<file path="src/rtl/writeback.sv">
// rtl/writeback.sv - writeback stage with an in-order pending-write buffer in front of the register file
module writeback #(
    parameter int WORD  = 32,
    parameter int W_RD  = 5,
    parameter int DEPTH = 4
) (
    input  logic            clk,
    input  logic            rst,
    input  logic            v_i,
    output logic            stall_o,
    input  logic            wb_i,
    input  logic [W_RD-1:0] rd_num_i,
    input  logic [WORD-1:0] rd_data_i,
    input  logic            rf_busy_i,
    output logic            rf_we_o,
    output logic [W_RD-1:0] rf_num_o,
    output logic [WORD-1:0] rf_data_o,
    input  logic [W_RD-1:0] chk_num_i,
    output logic            hit_o,
    output logic [WORD-1:0] hit_data_o,
    output logic [15:0]     ret_cnt_o
);
    localparam int PW = (DEPTH > 1) ? $clog2(DEPTH) : 1;
    localparam int CW = $clog2(DEPTH + 1);

    logic [PW-1:0]   head_q, head_d;
    logic [PW-1:0]   tail_q, tail_d;
    logic [CW-1:0]   count_q, count_d;
    logic [15:0]     ret_q, ret_d;
    logic [W_RD-1:0] num_q  [DEPTH];
    logic [W_RD-1:0] num_d  [DEPTH];
    logic [WORD-1:0] data_q [DEPTH];
    logic [WORD-1:0] data_d [DEPTH];

    logic            accept;
    logic            push;
    logic            pop;
    logic            retire_now;
    logic            not_empty;
    logic [PW-1:0]   idx;

    // Status and write-port signals depend on registered state only, so the
    // execute stage never sees a combinational path from its own inputs.
    always_comb begin
        not_empty  = (count_q != '0);
        stall_o    = (count_q == CW'(DEPTH));
        accept     = v_i & ~stall_o;
        push       = accept & wb_i & (rd_num_i != '0);
        retire_now = accept & ~push;
        pop        = not_empty & ~rf_busy_i;
        rf_we_o    = pop;
        rf_num_o   = not_empty ? num_q[head_q]  : '0;
        rf_data_o  = not_empty ? data_q[head_q] : '0;
    end

    // Scan oldest to youngest so the last valid match (the youngest) wins.
    always_comb begin
        hit_o      = 1'b0;
        hit_data_o = '0;
        idx        = '0;
        for (int i = 0; i < DEPTH; i++) begin
            idx = head_q + PW'(i);
            if ((CW'(i) < count_q) && (num_q[idx] == chk_num_i)) begin
                hit_o      = 1'b1;
                hit_data_o = data_q[idx];
            end
        end
    end

    always_comb begin
        head_d  = head_q;
        tail_d  = tail_q;
        count_d = count_q;
        num_d   = num_q;
        data_d  = data_q;
        ret_d   = ret_q + {15'd0, retire_now} + {15'd0, pop};
        if (push) begin
            num_d[tail_q]  = rd_num_i;
            data_d[tail_q] = rd_data_i;
            tail_d         = tail_q + PW'(1);
        end
        if (pop) begin
            head_d = head_q + PW'(1);
        end
        case ({push, pop})
            2'b10:   count_d = count_q + CW'(1);
            2'b01:   count_d = count_q - CW'(1);
            default: count_d = count_q;
        endcase
    end

    assign ret_cnt_o = ret_q;

    always_ff @(posedge clk or negedge rst) begin
        if (!rst) begin
            head_q  <= '0;
            tail_q  <= '0;
            count_q <= '0;
            ret_q   <= '0;
            for (int i = 0; i < DEPTH; i++) begin
                num_q[i]  <= '0;
                data_q[i] <= '0;
            end
        end else begin
            head_q  <= head_d;
            tail_q  <= tail_d;
            count_q <= count_d;
            ret_q   <= ret_d;
            num_q   <= num_d;
            data_q  <= data_d;
        end
    end
endmodule
</file>
<file path="config.mk">
export PLATFORM = sky130hd
export DESIGN_NAME = writeback
export DESIGN_NICKNAME = d
export VERILOG_FILES = /design/src/rtl/writeback.sv
export SDC_FILE = /design/constraint.sdc
export NUM_CORES = 1
export LEC_CHECK = 0
export CORE_MARGIN = 1
export CORE_UTILIZATION = 35
export CTS_CLUSTER_SIZE = 24
export DETAILED_ROUTE_END_ITERATION = 6
export PLACE_DENSITY = 0.53
export SLEW_MARGIN = 25
export SYNTH_ARGS = -nofsm -noshare
export SYNTH_HDL_FRONTEND = slang
export SYNTH_SLANG_ARGS = --single-unit
</file>
<file path="constraint.sdc">
create_clock -name clk -period 3.2 [get_ports clk]
set_input_delay 0.32 -clock clk [delete_from_list [all_inputs] [get_ports clk]]
set_output_delay 0.32 -clock clk [all_outputs]
set_load 0.01 [all_outputs]
</file>
Word-level counts from Yosys, hierarchy flattened
Index checks and enable logic that the tools add are counted.
{ "op_classes": {"order_cmp": 10, "eq_ne": 7, "n_bitwise": 13, "n_mux": 41, "add_sub_neg": 8, "n_reduce_logical": 8} }
{ "ops": {"columns": ["cell", "n"], "rows": [
  ["32-bit 2-to-1 mux", 14],
  ["32-bit binary-select mux with 2-bit select", 4],
  ["128-bit bitwise mux", 1],
  ["32-bit demux with 2-bit select", 1],
  ["5-bit 2-to-1 mux", 10],
  ["5-bit binary-select mux with 2-bit select", 4],
  ["16-bit by 1-bit adder with 16-bit output", 2],
  ["20-bit bitwise mux", 1],
  ["5-bit equality test", 4],
  ["3-bit greater-or-equal comparator, second input constant", 5],
  ["2-bit NOT with 3-bit output", 5],
  ["5-bit demux with 2-bit select", 1],
  ["1-bit by 3-bit < comparator with 1-bit output, first input constant", 2],
  ["2-bit by 3-bit < comparator with 1-bit output, first input constant", 2],
  ["3-bit one-hot mux with 2 select lines", 1],
  ["1-bit AND", 5],
  ["1-bit logical AND", 5],
  ["5-bit nonzero test", 1],
  ["2-bit by 1-bit adder with 2-bit output, second input constant", 2],
  ["2-bit adder, second input constant", 2],
  ["1-bit 2-to-1 mux", 4],
  ["3-bit by 1-bit adder with 3-bit output, second input constant", 1],
  ["3-bit equality test, second input constant", 1],
  ["3-bit by 1-bit < comparator with 1-bit output, second input constant", 1],
  ["other kinds (6)", 8]
]} }
{ "totals": {"elab_cells": 99, "regBits": 171, "output_inout_bits": 88} }

Longest topological paths before layout
{ "logic_depth": {"depth_word": 10, "mapped_depth": 13} }

Worst setup path before layout
Ideal clock, no wire load.
{ "synth_timing": {"path_type": "reg-to-output", "start": "register head_q[0]", "end": "output hit_data_o[0]", "path_slack_ns": 0.192, "arrival_time_ns": 2.688, "path_stages_with_launch": 11, "cell_sequence": "dfrtp_1 buf_6 buf_8 mux4_2 xnor2_1 nand4_2 or2_1 buf_2 a211o_4 buf_6 o32ai_1"} }
{ "synth_between": {"elab_chain_len": 10} }
{ "synth_lines": {"columns": ["element", "line", "rtl"], "rows": [
  ["start, declared", "26", "logic [PW-1:0] head_q, head_d;"],
  ["start signal, assigned", "96", "head_q <= '0;"],
  ["start signal, assigned", "105", "head_q <= head_d;"],
  ["2-bit by 1-bit adder with 2-bit output / 2-bit NOT with 3-bit output (equally long branches)", "62, 63, 65", null],
  ["2-bit NOT with 3-bit output (implied by the code) / 5-bit binary-select mux with 2-bit select (equally long branches)", "63, 65", null],
  ["5-bit binary-select mux with 2-bit select / 5-bit 2-to-1 mux (equally long branches)", "63", "if ((CW'(i) < count_q) && (num_q[idx] == chk_num_i)) begin"],
  ["5-bit 2-to-1 mux (implied by the code)", "63", null],
  ["5-bit 2-to-1 mux (implied by the code) / 5-bit equality test (equally long branches)", "63", null],
  ["5-bit equality test / 1-bit logical AND (equally long branches)", "63", null],
  ["1-bit logical AND / 32-bit 2-to-1 mux (equally long branches)", "63", null],
  ["32-bit 2-to-1 mux (2 in series)", "63", null],
  ["32-bit 2-to-1 mux *", "63", null],
  ["end, declared", "20", "output logic [WORD-1:0] hit_data_o,"]
]} }
Every way passes the cells marked *; elsewhere a longest branch is shown, timed or not. The select of a mux whose other input is x is not followed.

Worst setup path in the final report
{ "layout_timing": {"start": "register head_q[1]", "end": "output hit_data_o[14]"} }
The elaborated chain is that of the path after synthesis.

==> flow_metrics.env <==
export IMPL_grt_antenna_before_repair=0
export IMPL_cp_cell_sequence="buf_6, buf_4, mux4_2, xnor2_2, nand4_1, or3_4, a211o_4, buf_8, o32ai_4, buf_2"
export IMPL_synthCells=1075
export IMPL_start_kind="flip-flop"
export IMPL_hold_viol_final=0
export IMPL_gr_total_overflow=0
export IMPL_die_area_mm2=0.0342
export IMPL_synth_compound_area_share_pct=11.0
export IMPL_violations="setup timing"
export IMPL_viasPerCell=5.68
export IMPL_setup_violations=32
export IMPL_grt_pass1_wl_um=56700
export IMPL_grt_max_degree=79
export IMPL_synth_top_family_by_area="multiplexers"
export IMPL_ys_ff_latch=171
export IMPL_areaGrowthSynthToFinish_pct=35.8
export IMPL_grt_usage_pct=21.5
export IMPL_power_density_mw_per_mm2=1210
export IMPL_crit_required_ps=2880
export IMPL_r2r_setup_slack_ps=440
export IMPL_p_leak_uw=0.00663
export IMPL_io_pins=135
export IMPL_core_area_mm2=0.0327
export IMPL_fin_crit_sh_pct=111
export IMPL_antenna_cells=0
export IMPL_gp_congestion=0.784
export IMPL_root_buffer="clkbuf_16"
export IMPL_synth_mux_area_share_pct=32.6
export IMPL_cts_tree="done"
export IMPL_rsz0062_at_grt="yes"
export IMPL_synth_fa_ha_area_share_pct=1.13
export IMPL_drt_iter0_markers=551
export IMPL_drive_gt1_share_pct=42.7
export IMPL_dp_hpwl_um=23400
export IMPL_placed_cells=1672
export IMPL_grt_pass1_vias=9842
export IMPL_arrival_ps=3240
export IMPL_combPwrFrac_pct=68.0
export IMPL_seqPwrFrac_pct=21.0
export IMPL_path_max_fanout=9
export IMPL_cts_htree_levels=4
export IMPL_num_vias=9788
export IMPL_clock_skew_ps=10.5
export IMPL_synth_warnings=0
export IMPL_cap_viol_max_count=0
export IMPL_p_clk_share_pct=10.9
export IMPL_hp_class="input pin to async pin"
export IMPL_peakVddDrop_uv=499
export IMPL_die_height_um=185
export IMPL_wl_per_cell_um=21.5
export IMPL_row_count=66
export IMPL_firstDrtPassIters=5
export IMPL_die_w_um=185
export IMPL_tightest_slew_ps=629
export IMPL_final_nets=1325
export IMPL_fin_tns_setup_ps=-10260
export IMPL_cp_slowest_cell="dfrtp_4"
export IMPL_slowest_delay_ps=560
export IMPL_ys_types=37
export IMPL_total_power_uw=19200
export IMPL_synth_xor_area_share_pct=2.99
export IMPL_initial_core_util_pct=35.8
export IMPL_slew_headroom_pct=58.1
export IMPL_layout_min_cycle_time_ps=3560
export IMPL_max_freq_mhz=281
export IMPL_syn_avg_cell_area_um2=10.9
export IMPL_crit_type="flip-flop to output port"
export IMPL_outcome="complete, but fails checks"
export IMPL_crit_buf_inv=4
export IMPL_hold_slack_ps=441
export IMPL_cts_max_path_buffers=2
export IMPL_slew_viol_final=0
export IMPL_worst_slack_ps=-363
export IMPL_route_detailed_drc=0
export IMPL_synth_nets=1132
export IMPL_final_cell_count_no_fill=1723
export IMPL_p_sw_share_pct=42.6
export IMPL_crit_family="compound AO/OA/AOI/OAI gates"
export IMPL_crit_path_end_kind="output port"
export IMPL_numCtsBuffers=17
export IMPL_synth_area_mm2=0.0117
export IMPL_p_int_uw=11000
export IMPL_synth_simple_area_share_pct=11.6
export IMPL_antenna_left=0
export IMPL_clkLatencyLatePin_ps=440
export IMPL_clkTransAtPathRegs_ps=70
export IMPL_p_sw_uw=8160
export IMPL_yosysSeqAreaShare_pct=36.5
export IMPL_drt_total_wl_um=37100
export IMPL_port_buffers=134
export IMPL_cts_sinks=171
-- worst register-to-register path: stages, from the launching register on --
cell	delay [ps]
dfrtp_1	460
inv_1	90
ha_1	230
nand2_1	150
nand3_1	100
a21oi_1	160
inv_1	90
and3_1	200
fa_1	410
ha_1	240
nand3_1	160
or2_2	170
nor2_1	50
xor2_1	140
-- cell families (layout without fill, tap and decap cells) --
logic type / count (synthesis) / after routing
flip-flops: 171 / 171
AO/OA/AOI/OAI: 166 / 166
buffers and inverters: 110 / 316
adder cells (fa/ha/maj): 10 / 10
XOR/XNOR: 40 / 40
AND/OR/NAND/NOR: 249 / 249
multiplexers: 329 / 329
-- registers in the layout, summed over array words and instances (netlist names) --
signal     cells
data_q       128
num_q         20
ret_cnt_o     16
count_q        3
head_q         2
tail_q         2
-- metal layers --
| layer | part of all wire (%) | wire length [um] | GRT usage [%] | vias to the layer above |
|---|---|---|---|---|
| met5 | 0 | 0 | 0 | - |
| met4 | 1.5 | 565 | 6.68 | 0 |
| met3 | 4.3 | 1590 | 2.81 | 40 |
| met2 | 49 | 18300 | 36.2 | 263 |
| met1 | 45 | 16600 | 28.6 | 4999 |
| li1 | - | - | - | 4486 |
-- cells in the final DEF, fill, tap and decap left out, drive strengths merged --
| master | n |
|---|---|
| dlygate4sd3 | 1 |
| nand4 | 7 |
| mux4 | 20 |
| o32ai | 32 |
| mux2i | 97 |
| o21ai | 31 |
| a211o | 1 |
| and2 | 34 |
| buf | 173 |
| nand3 | 5 |
| fa | 1 |
| or3 | 1 |
| or2 | 3 |
| and3 | 8 |
| nand2b | 1 |
| dlymetal6s2s | 17 |
| xnor2 | 32 |
| nand2 | 84 |
| mux2 | 212 |
| clkinv | 3 |
| inv | 11 |
| o21bai | 4 |
| clkbuf | 25 |
| nor3b | 60 |
| clkinvlp | 3 |
| dfrtp | 171 |
| nor2b | 1 |
| a21oi | 2 |
| o31ai | 32 |
| ha | 9 |
| a311oi | 64 |
| nor3 | 35 |
| clkdlybuf4s50 | 82 |
| bufinv | 1 |
| nor2 | 10 |
| xor2 | 8 |
-- path summary, 6_finish.rpt --
| kind | endpoint | from | cells after the start |
|---|---|---|---|
| max reg2reg | ret_cnt_o[12]$_DFF_PN0_ | count_q[0]$_DFFE_PN0P_ | 13 |
| max in group asynchronous | data_q[10]$_DFFE_PN0P_ | rst | 3 |
| min | data_q[5]$_DFFE_PN0P_ | rst | 2 |
| min in group clk | ret_cnt_o[15]$_DFF_PN0_ | ret_cnt_o[15]$_DFF_PN0_ | 1 |
| min reg2reg | ret_cnt_o[15]$_DFF_PN0_ | ret_cnt_o[15]$_DFF_PN0_ | 1 |
| max | hit_data_o[14] | head_q[1]$_DFFE_PN0P_ | 10 |
-- layout make-up --
type | instances | area [um^2]
Multi-Input combinational cell | 794 | 7680
Inverter | 7 | 28.8
Timing Repair Buffer | 277 | 2770
Sequential cell | 171 | 4290
Tap cell | 442 | 553
Clock inverter | 11 | 109
Fill cell | 2989 | 16800
Clock buffer | 21 | 470
-- synthesized netlist by cell type (all sizes together) --
master / n / share of area, %
and3: 8 / 0.43
buf: 31 / 1.6
mux4: 20 / 3.9
or3: 1 / 0.053
clkbuf: 72 / 2.3
fa: 1 / 0.17
nor3b: 60 / 3.8
xor2: 8 / 0.60
mux2: 212 / 20
nand4: 7 / 0.43
xnor2: 32 / 2.4
a311oi: 64 / 4.8
ha: 9 / 0.96
o32ai: 32 / 2.4
or2: 3 / 0.16
o21ai: 31 / 1.3
nor2: 10 / 0.32
a211o: 1 / 0.15
dfrtp: 171 / 37
nand2: 84 / 2.7
mux2i: 97 / 8.3
nor3: 35 / 1.5
o21bai: 4 / 0.26
inv: 7 / 0.22
o31ai: 32 / 2.1
nand3: 5 / 0.21
a21oi: 2 / 0.085
nand2b: 1 / 0.053
nor2b: 1 / 0.053
and2: 34 / 1.8
-- power groups by stage --
stage	clock network [uW]	logic [uW]	registers (uW)
finish	2090	13000	4040
global route	2230	14000	4210
CTS	2150	12100	4020
detailed placement	0	11800	4070
global placement	0	11700	4030
floorplan	0	7130	3800
-- metrics by stage --
stage                     cell area, um^2  utilization (%)  setup WS (ps)
after floorplan                     11700                -            192
after global placement              14400             44.0           -474
after detailed placement            14400             44.0           -507
after CTS                           15200             46.5           -419
after global routing                15900             48.6           -483
final                               15900             48.6           -363
-- repair_timing --
| action | CTS | global route |
|---|---|---|
| buffers inserted | 8 | 5 |
| hold buffers | 1 | 0 |
| endpoints found under the setup margin | 64 | 66 |
| gates cloned | 0 | 5 |
| gates resized for setup | 184 | 113 |
| hold endpoints to repair | 58 | 0 |
| pin swaps | 13 | 16 |
No activity file was read; power rests on OpenSTA's default activity.
